===== config.mk =====
export PLATFORM = sky130hd
export DESIGN_NAME = tx_byte_serializer_flat
export DESIGN_NICKNAME = d
export VERILOG_FILES = /design/src/rtl/tx_byte_serializer_if.sv /design/src/rtl/tx_byte_serializer.sv /design/src/flat_wrapper.sv
export SDC_FILE = /design/constraint.sdc
export NUM_CORES = 1
export LEC_CHECK = 0
export ABC_AREA = 1
export CAP_MARGIN = 10
export CORE_ASPECT_RATIO = 0.5
export CORE_MARGIN = 2
export CORE_UTILIZATION = 45
export DETAILED_ROUTE_END_ITERATION = 16
export PLACE_DENSITY = 0.78
export SLEW_MARGIN = 20
export SYNTH_ARGS = -nofsm -noshare
export SYNTH_HDL_FRONTEND = slang
export SYNTH_SLANG_ARGS = --single-unit

===== constraint.sdc =====
create_clock -name clk -period 1.4 [get_ports clk]
set_input_delay 0.28 -clock clk [delete_from_list [all_inputs] [get_ports clk]]
set_output_delay 0.28 -clock clk [all_outputs]
set_load 0.02 [all_outputs]

===== src/rtl/tx_byte_serializer_if.sv =====
// Byte serializer bundle: echo and word sources in, byte stream out.
// slave = serializer side, master = FSM/ALU plus UART transmitter side.
interface tx_byte_serializer_if #(
    parameter int BYTES_P = 4
);
    logic [7:0]           echo_data_i;
    logic                 echo_valid_i;
    logic                 echo_ready_o;
    logic [8*BYTES_P-1:0] word_i;
    logic [7:0]           opcode_i;
    logic                 word_valid_i;
    logic                 word_ready_o;
    logic [7:0]           data_o;
    logic                 valid_o;
    logic                 ready_i;
    logic                 busy_o;

    modport slave (
        input  echo_data_i, echo_valid_i,
        input  word_i, opcode_i, word_valid_i,
        input  ready_i,
        output echo_ready_o, word_ready_o,
        output data_o, valid_o, busy_o
    );

    modport master (
        output echo_data_i, echo_valid_i,
        output word_i, opcode_i, word_valid_i,
        output ready_i,
        input  echo_ready_o, word_ready_o,
        input  data_o, valid_o, busy_o
    );
endinterface


===== src/rtl/tx_byte_serializer.sv =====
// Serializes echo bytes and LSB-first result words onto a byte stream.
// Optional response header: define TX_SER_HEADER_EN.
module tx_byte_serializer #(
    parameter int BYTES_P = 4
) (
    input  logic                 clk,
    input  logic                 rst,
    tx_byte_serializer_if.slave  ser_if
);
    localparam int         W_C   = 8 * BYTES_P;
    localparam logic [3:0] LEN_C = 4'(BYTES_P);

`ifdef TX_SER_HEADER_EN
    typedef enum logic [1:0] {
        IDLE = 2'd0,
        WORD = 2'd1,
        HDR  = 2'd2
    } state_t;
`else
    typedef enum logic [1:0] {
        IDLE = 2'd0,
        WORD = 2'd1
    } state_t;
`endif

    state_t         state_q, state_d;
    logic [W_C-1:0] shift_q, shift_d;
    logic [3:0]     cnt_q, cnt_d;
    logic [7:0]     data_q, data_d;
    logic           valid_q, valid_d;
    logic           slot_free;
    logic           word_rdy;
    logic           echo_rdy;
`ifdef TX_SER_HEADER_EN
    // Header bytes still to send after the opcode, low byte first.
    logic [23:0]    hdr_q, hdr_d;
    logic [1:0]     hcnt_q, hcnt_d;
`endif

    assign slot_free = !valid_q || ser_if.ready_i;

    // Next-state, output-register load and ready generation.
    always_comb begin
        state_d  = state_q;
        shift_d  = shift_q;
        cnt_d    = cnt_q;
        data_d   = data_q;
        valid_d  = valid_q && !ser_if.ready_i;
        word_rdy = 1'b0;
        echo_rdy = 1'b0;
`ifdef TX_SER_HEADER_EN
        hdr_d    = hdr_q;
        hcnt_d   = hcnt_q;
`endif
        unique case (state_q)
            IDLE: begin
                word_rdy = slot_free;
                echo_rdy = slot_free && !ser_if.word_valid_i;
                if (ser_if.word_valid_i && slot_free) begin
                    valid_d = 1'b1;
`ifdef TX_SER_HEADER_EN
                    // Opcode goes straight out; the rest of the
                    // header and the word follow from registers.
                    data_d  = ser_if.opcode_i;
                    hdr_d   = {8'h00, 8'(BYTES_P), 8'h00};
                    hcnt_d  = 2'd3;
                    shift_d = ser_if.word_i;
                    cnt_d   = LEN_C;
                    state_d = HDR;
`else
                    // Byte 0 is loaded on accept for N+1 latency.
                    data_d  = ser_if.word_i[7:0];
                    shift_d = ser_if.word_i >> 8;
                    cnt_d   = LEN_C - 4'd1;
                    if (LEN_C != 4'd1) begin
                        state_d = WORD;
                    end
`endif
                end else if (ser_if.echo_valid_i && echo_rdy) begin
                    data_d  = ser_if.echo_data_i;
                    valid_d = 1'b1;
                end
            end
`ifdef TX_SER_HEADER_EN
            HDR: begin
                if (slot_free) begin
                    data_d  = hdr_q[7:0];
                    hdr_d   = hdr_q >> 8;
                    hcnt_d  = hcnt_q - 2'd1;
                    valid_d = 1'b1;
                    if (hcnt_q == 2'd1) begin
                        state_d = WORD;
                    end
                end
            end
`endif
            WORD: begin
                if (slot_free) begin
                    data_d  = shift_q[7:0];
                    shift_d = shift_q >> 8;
                    cnt_d   = cnt_q - 4'd1;
                    valid_d = 1'b1;
                    if (cnt_q == 4'd1) begin
                        state_d = IDLE;
                    end
                end
            end
            default: begin
                state_d = IDLE;
            end
        endcase
    end

    // State and output register; reset discards any partial word.
    always_ff @(posedge clk or posedge rst) begin
        if (rst) begin
            state_q <= IDLE;
            shift_q <= '0;
            cnt_q   <= '0;
            data_q  <= '0;
            valid_q <= 1'b0;
`ifdef TX_SER_HEADER_EN
            hdr_q   <= '0;
            hcnt_q  <= '0;
`endif
        end else begin
            state_q <= state_d;
            shift_q <= shift_d;
            cnt_q   <= cnt_d;
            data_q  <= data_d;
            valid_q <= valid_d;
`ifdef TX_SER_HEADER_EN
            hdr_q   <= hdr_d;
            hcnt_q  <= hcnt_d;
`endif
        end
    end

    assign ser_if.data_o       = data_q;
    assign ser_if.valid_o      = valid_q;
    assign ser_if.word_ready_o = word_rdy;
    assign ser_if.echo_ready_o = echo_rdy;
    assign ser_if.busy_o       = (state_q != IDLE) || valid_q;
endmodule


===== src/flat_wrapper.sv =====
// flat-port wrapper written by rule: the top's interface ports become plain ports
module tx_byte_serializer_flat 
#(
    parameter int BYTES_P = 4
)
  (clk, rst, ser_if_echo_data_i, ser_if_echo_valid_i, ser_if_word_i, ser_if_opcode_i, ser_if_word_valid_i, ser_if_ready_i, ser_if_echo_ready_o, ser_if_word_ready_o, ser_if_data_o, ser_if_valid_o, ser_if_busy_o);
  tx_byte_serializer_if #(.BYTES_P(BYTES_P)) ser_if_i ();
  input  logic clk;
  input  logic rst;
  input wire logic [$bits(ser_if_i.echo_data_i)-1:0] ser_if_echo_data_i;
  input wire logic [$bits(ser_if_i.echo_valid_i)-1:0] ser_if_echo_valid_i;
  input wire logic [$bits(ser_if_i.word_i)-1:0] ser_if_word_i;
  input wire logic [$bits(ser_if_i.opcode_i)-1:0] ser_if_opcode_i;
  input wire logic [$bits(ser_if_i.word_valid_i)-1:0] ser_if_word_valid_i;
  input wire logic [$bits(ser_if_i.ready_i)-1:0] ser_if_ready_i;
  output wire logic [$bits(ser_if_i.echo_ready_o)-1:0] ser_if_echo_ready_o;
  output wire logic [$bits(ser_if_i.word_ready_o)-1:0] ser_if_word_ready_o;
  output wire logic [$bits(ser_if_i.data_o)-1:0] ser_if_data_o;
  output wire logic [$bits(ser_if_i.valid_o)-1:0] ser_if_valid_o;
  output wire logic [$bits(ser_if_i.busy_o)-1:0] ser_if_busy_o;
  assign ser_if_i.echo_data_i = ser_if_echo_data_i;
  assign ser_if_i.echo_valid_i = ser_if_echo_valid_i;
  assign ser_if_i.word_i = ser_if_word_i;
  assign ser_if_i.opcode_i = ser_if_opcode_i;
  assign ser_if_i.word_valid_i = ser_if_word_valid_i;
  assign ser_if_i.ready_i = ser_if_ready_i;
  assign ser_if_echo_ready_o = ser_if_i.echo_ready_o;
  assign ser_if_word_ready_o = ser_if_i.word_ready_o;
  assign ser_if_data_o = ser_if_i.data_o;
  assign ser_if_valid_o = ser_if_i.valid_o;
  assign ser_if_busy_o = ser_if_i.busy_o;
  tx_byte_serializer #(.BYTES_P(BYTES_P)) u_core (.clk(clk), .rst(rst), .ser_if(ser_if_i));
endmodule

# Word level (Yosys, flattened, before mapping)
# Index checks and enable logic that the tools add are counted.
# W data, S select, Z words.
[totals]
inputBits = 53
reg_bits = 47
wordCells = 47
output_inout_bits = 12
[classes]
n_eq_ne = 6
mux = 20
n_addsub = 1
reduce_logical = 15
[ops]
columns = ["op", "count"]
rows = [
  ["$mux W32", 2],
  ["$pmux W32 S2", 1],
  ["$mux W8", 3],
  ["$pmux W8 S2", 1],
  ["$reduce_and A3 Y1", 3],
  ["$mux W4", 2],
  ["$pmux W4 S2", 1],
  ["$mux W2", 3],
  ["$ne A2 B1 Y1 const B", 3],
  ["$mux W1", 5],
  ["$eq A4 B1 Y1 const B", 1],
  ["$logic_and A1 B1 Y1", 4],
  ["$pmux W2 S2", 1],
  ["$reduce_bool A2 Y1", 2],
  ["$sub A4 B1 Y4 const B", 1],
  ["$logic_not A1 Y1", 3],
  ["$ne A3 B1 Y1 const B", 1],
  ["$eq A2 B1 Y1 const B", 1],
  ["$logic_not A2 Y1", 1],
  ["$logic_or A1 B1 Y1", 2],
  ["$pmux W1 S2", 1],
]

# Longest topological paths before layout
[logic_depth]
depth_word = 7
ltp_mapped = 9
ltp_nobuf = 7

# Worst setup path before layout
# OpenSTA, ideal clock, no wires.
[synth_path]
path_kind = "reg2out"
start = "register u_core.state_q[0]"
end = "output port ser_if_echo_ready_o"
slack_ns = -0.141
stages_incl_launch_ff = 4
t_required_ns = 1.120
n_path_buf = 2
t_arrival_ns = 1.261
cell_sequence = "dfrtp_1 -> buf_2 -> buf_4 -> nor3_1"
[synth_between]
elab_chain_len = 2
[synth_rtl]
columns = ["element", "line_no", "rtl"]
rows = [
  ["from (decl)", "tx_byte_serializer.sv:26", "state_t state_q, state_d;"],
  ["from (signal assigned)", "tx_byte_serializer.sv:127", "state_q <= state_d;"],
  ["$logic_not A2 Y1", "tx_byte_serializer.sv:55", "unique case (state_q)"],
  ["$mux W1", "tx_byte_serializer.sv:55", ""],
  ["to (decl)", "flat_wrapper.sv:16", "output wire logic [$bits(ser_if_i.echo_ready_o)-1:0] ser_if_echo_ready_o;"],
]
# No other way between the ends.

# Final worst setup path
[layout_path]
start = "input port ser_if_word_valid_i"
end = "output port ser_if_echo_ready_o"
[layout_between]
elab_chain_len = 3
[layout_rtl]
columns = ["element", "line_no", "rtl"]
rows = [
  ["from (decl)", "flat_wrapper.sv:14", "input wire logic [$bits(ser_if_i.word_valid_i)-1:0] ser_if_word_valid_i;"],
  ["$logic_not A1 Y1", "tx_byte_serializer.sv:58", "echo_rdy = slot_free && !ser_if.word_valid_i;"],
  ["$logic_and A1 B1 Y1", "tx_byte_serializer.sv:58", ""],
  ["$mux W1", "tx_byte_serializer.sv:55", ""],
]
# No other way between the ends.

==> run_summary.xml <==
<?xml version="1.0" encoding="UTF-8"?>
<metrics>
  <group name="synthesis">
    <metric name="syn_avg_cell_area" unit="sq um">8.44</metric>
    <metric name="yosys_warnings" unit="">0</metric>
    <metric name="yosys.cell_types.count" unit="">26</metric>
    <metric name="yosysSeqAreaShare" unit="">0.470</metric>
    <metric name="synthesis.area" unit="sq um">2020</metric>
    <metric name="postSynthRegisterBits" unit="">38</metric>
    <metric name="syn-instance-count" unit="">240</metric>
    <metric name="mappedNetlistNets" unit="">295</metric>
  </group>
  <group name="setup_path">
    <metric name="worst_r2r_startpoint" unit="">u_core.state_q[0]</metric>
    <metric name="setup.worst_path.class" unit="">primary input to output port</metric>
    <metric name="timing.critical_path.required" unit="ns">1.12</metric>
    <metric name="critical_path.cell_chain" unit="">clkdlybuf4s50_1 &gt; nor3_2 &gt; buf_4</metric>
    <metric name="worst-endpoint-arrival" unit="ns">1.21</metric>
    <metric name="timing.critical_path.max_delay_family" unit="">buffers and inverters</metric>
    <metric name="worstPathMaxFanout" unit="">2</metric>
    <metric name="timing.critical_path.from_type" unit="">primary input</metric>
    <metric name="crit_buf_inv" unit="">2</metric>
    <metric name="critPathCaptureType" unit="">output port</metric>
    <metric name="reg2reg_setup_slack" unit="ns">-0.02</metric>
    <metric name="r2r_end" unit="">u_core.shift_q[3]</metric>
    <metric name="worst-r2r-cell-count" unit="">6</metric>
    <metric name="cpMaxStageDelayCell" unit="">sky130_fd_sc_hd__clkdlybuf4s50_1</metric>
    <metric name="cp_slowest_stage_delay" unit="ns">0.49</metric>
  </group>
  <group name="grt">
    <metric name="global_route_wire_length_before_repair" unit="mm">8.37</metric>
    <metric name="grt_overflow_total" unit="">0</metric>
    <metric name="grt_antenna_before_repair" unit="">0</metric>
    <metric name="grt_max_degree" unit="">39</metric>
    <metric name="grt_use_total" unit="">0.212</metric>
    <metric name="grt_pass1_vias" unit="">1827</metric>
  </group>
  <group name="clock_network">
    <metric name="tritoncts" unit="">done</metric>
    <metric name="clkLatencyLatePin" unit="ns">0.29</metric>
    <metric name="clk_root_buffer_cell" unit="">sky130_fd_sc_hd__clkbuf_8</metric>
    <metric name="cts.sink_count" unit="">38</metric>
    <metric name="cts_inserted_buffers" unit="">5</metric>
    <metric name="cts_max_path_buffers" unit="">2</metric>
    <metric name="hold_buffers" unit="">0</metric>
    <metric name="path_clk_slew" unit="ns">0.07</metric>
    <metric name="h-tree-depth" unit="">2</metric>
  </group>
  <group name="floorplanning">
    <metric name="dieArea" unit="sq um">5080</metric>
    <metric name="die_w" unit="um">98.9</metric>
    <metric name="placement_rows" unit="">17</metric>
    <metric name="number_of_placed_i_o_pins" unit="">65</metric>
    <metric name="design.core.area" unit="sq um">4360</metric>
    <metric name="floorplan.initialDensity" unit="">0.464</metric>
    <metric name="die_y" unit="um">51.4</metric>
  </group>
  <group name="timing">
    <metric name="setup_ws" unit="ns">-0.0893</metric>
    <metric name="timing.slew.headroom" unit="">0.849</metric>
    <metric name="setup_violations" unit="">6</metric>
    <metric name="final_min_period_over_clock_period" unit="">1.06</metric>
    <metric name="worst_hold_slack" unit="ns">0.349</metric>
    <metric name="final-max-slew-violation-count" unit="">0</metric>
    <metric name="hold_viol" unit="">0</metric>
    <metric name="final.setup.tns" unit="ns">-0.141</metric>
    <metric name="skew" unit="ns">0.00801</metric>
    <metric name="period_needed" unit="ns">1.49</metric>
    <metric name="max_clock_freq" unit="MHz">671</metric>
    <metric name="worst_pin_slew" unit="ns">0.226</metric>
    <metric name="unrepaired_setup_endpoints_after_global_routing" unit="">true</metric>
  </group>
  <group name="power">
    <metric name="p_total" unit="mW">4.97</metric>
    <metric name="cellPowerDensity" unit="nW/um^2">1650</metric>
    <metric name="vdd_drop_max" unit="mV">0.764</metric>
    <metric name="leakage" unit="nW">1.49</metric>
  </group>
  <group name="place">
    <metric name="placedCellCount" unit="">357</metric>
    <metric name="numPortBuffers" unit="">56</metric>
    <metric name="place_ws" unit="ns">-0.556</metric>
    <metric name="globalplace.congestion" unit="">0.800</metric>
    <metric name="hpwl" unit="mm">3.43</metric>
  </group>
  <group name="route">
    <metric name="dr.first_iter.drc_count" unit="">98</metric>
    <metric name="post_drt_wl_per_cell" unit="um">14.9</metric>
    <metric name="finalWirelength" unit="mm">5.57</metric>
    <metric name="drtPass1Iterations" unit="">4</metric>
    <metric name="avgViaCountPerCell" unit="">5.23</metric>
    <metric name="post-route-drc-count" unit="">0</metric>
    <metric name="detailroute.via_count" unit="">1961</metric>
    <metric name="detail-route-antenna-nets" unit="">0</metric>
  </group>
  <group name="cells_and_area">
    <metric name="fin_nets" unit="">372</metric>
    <metric name="seqCellArea" unit="sq um">952</metric>
    <metric name="fillerInstances" unit="">304</metric>
    <metric name="antenna_cells_inserted" unit="">0</metric>
    <metric name="syn_to_final_growth" unit="%">48.6</metric>
    <metric name="final-instance-count-excl-fill" unit="">375</metric>
    <metric name="drive_above_1_share" unit="">0.233</metric>
    <metric name="multi_input_area" unit="sq um">915</metric>
  </group>
  <group name="outcome">
    <metric name="violated_checks" unit="">negative setup slack</metric>
    <metric name="run_status" unit="">complete, but fails checks</metric>
  </group>
  <group name="job">
    <metric name="maxCapViolations" unit="">0</metric>
  </group>
  <group name="min_path">
    <metric name="hold_path_class" unit="">primary input to async pin</metric>
  </group>
</metrics>
[state kept, by name (all words and copies together) (netlist names)]
signal,count
u_core.shift_q,24
u_core.cnt_q,4
u_core.ser_if.valid_o,1
u_core.state_q,1
u_core.ser_if.data_o,8
[cell families after synthesis]
| family | share of synthesized area |
|---|---|
| AND/OR/NAND/NOR | 0.235 |
| AO/OA/AOI/OAI | 0.171 |
| flip-flops | 0.470 |
| adder cells (fa/ha/maj) | 0.0124 |
| buffers and inverters | 0.112 |
[layer usage]
metal	track usage	vias to the layer above	wire, um
li1	-	936	-
met1	0.276	942	2330
met2	0.343	63	2810
met3	0.0451	20	239
met4	0.103	0	188
met5	0	-	0
[cell usage after synthesis, drive strengths merged]
cell type,count,area [sq um]
a21oi,8,47.6
nand3,26,130
or2,5,31.3
o211ai,15,163
inv,29,109
dfrtp,38,951
o21ai,23,123
buf,10,103
nor2,10,37.5
nand4,1,6.26
ha,2,25.0
a31oi,1,6.26
nand2,66,265
a22oi,1,7.51
nor3,1,5.00
clkbuf,4,15.0
[power by group]
| group | total (mW) | leakage, nW | internal, mW | switching (mW) |
|---|---|---|---|---|
| Sequential | 1.66 | 0.491 | 1.47 | 0.187 |
| Combinational | 2.53 | 0.955 | 1.13 | 1.40 |
| Clock | 0.781 | 0.0482 | 0.398 | 0.383 |
| Total | 4.97 | 1.49 | 3.00 | 1.97 |
[stage by stage]
stage,util,cell area (sq um)
floorplan,-,2030
global placement,0.626,2730
detailed placement,0.626,2730
CTS,0.666,2900
global route,0.690,3010
finish,0.690,3010
[layout make-up]
cell class / instances / area share
Multi-Input combinational cell: 159 / 0.304
Clock inverter: 1 / 0.00166
Clock buffer: 7 / 0.0287
Timing Repair Buffer: 84 / 0.289
Inverter: 29 / 0.0370
Tap cell: 57 / 0.0237
Sequential cell: 38 / 0.316
[worst reg2reg max path, stage by stage, from the launching register on]
cell	delay, ns
sky130_fd_sc_hd__dfrtp_2	0.47
sky130_fd_sc_hd__buf_4	0.22
sky130_fd_sc_hd__nand2_4	0.11
sky130_fd_sc_hd__nand2_8	0.09
sky130_fd_sc_hd__bufbuf_16	0.28
sky130_fd_sc_hd__o211ai_2	0.05
sky130_fd_sc_hd__o21ai_1	0.09
[repair_timing]
action                                  CTS  global route
gates cloned                              1             0
pin swaps                                 2             4
setup buffers                             6             4
resized for setup                        33            21
endpoints found under the setup margin   33            27
[worst max path at each step]
stage | startpoint | to | slack (ns) | cells after the start
after CTS | ser_if_ready_i | ser_if_word_ready_o | -0.03 | 4
after detailed placement | ser_if_ready_i | ser_if_word_ready_o | -0.56 | 4
after global placement | ser_if_ready_i | ser_if_word_ready_o | -0.56 | 4
after global routing | u_core.state_q[0] | ser_if_echo_ready_o | -0.11 | 2
final | ser_if_word_valid_i | ser_if_echo_ready_o | -0.09 | 3
after floorplan | u_core.ser_if.valid_o | ser_if_word_ready_o | 0.02 | 4
[layout by cell type (no fill, tap or decap), drive strengths merged]
cell / n
a21oi: 8
a22oi: 1
a31oi: 1
buf: 30
bufbuf: 1
clkbuf: 8
clkdlybuf4s50: 43
clkinv: 1
dfrtp: 38
dlygate4sd2: 8
dlymetal6s2s: 1
ha: 2
inv: 29
nand2: 66
nand3: 26
nand4: 1
nor2: 10
nor3: 1
o211ai: 15
o21ai: 23
or2: 5
Note: power is estimated with default switching activity, not from simulation.
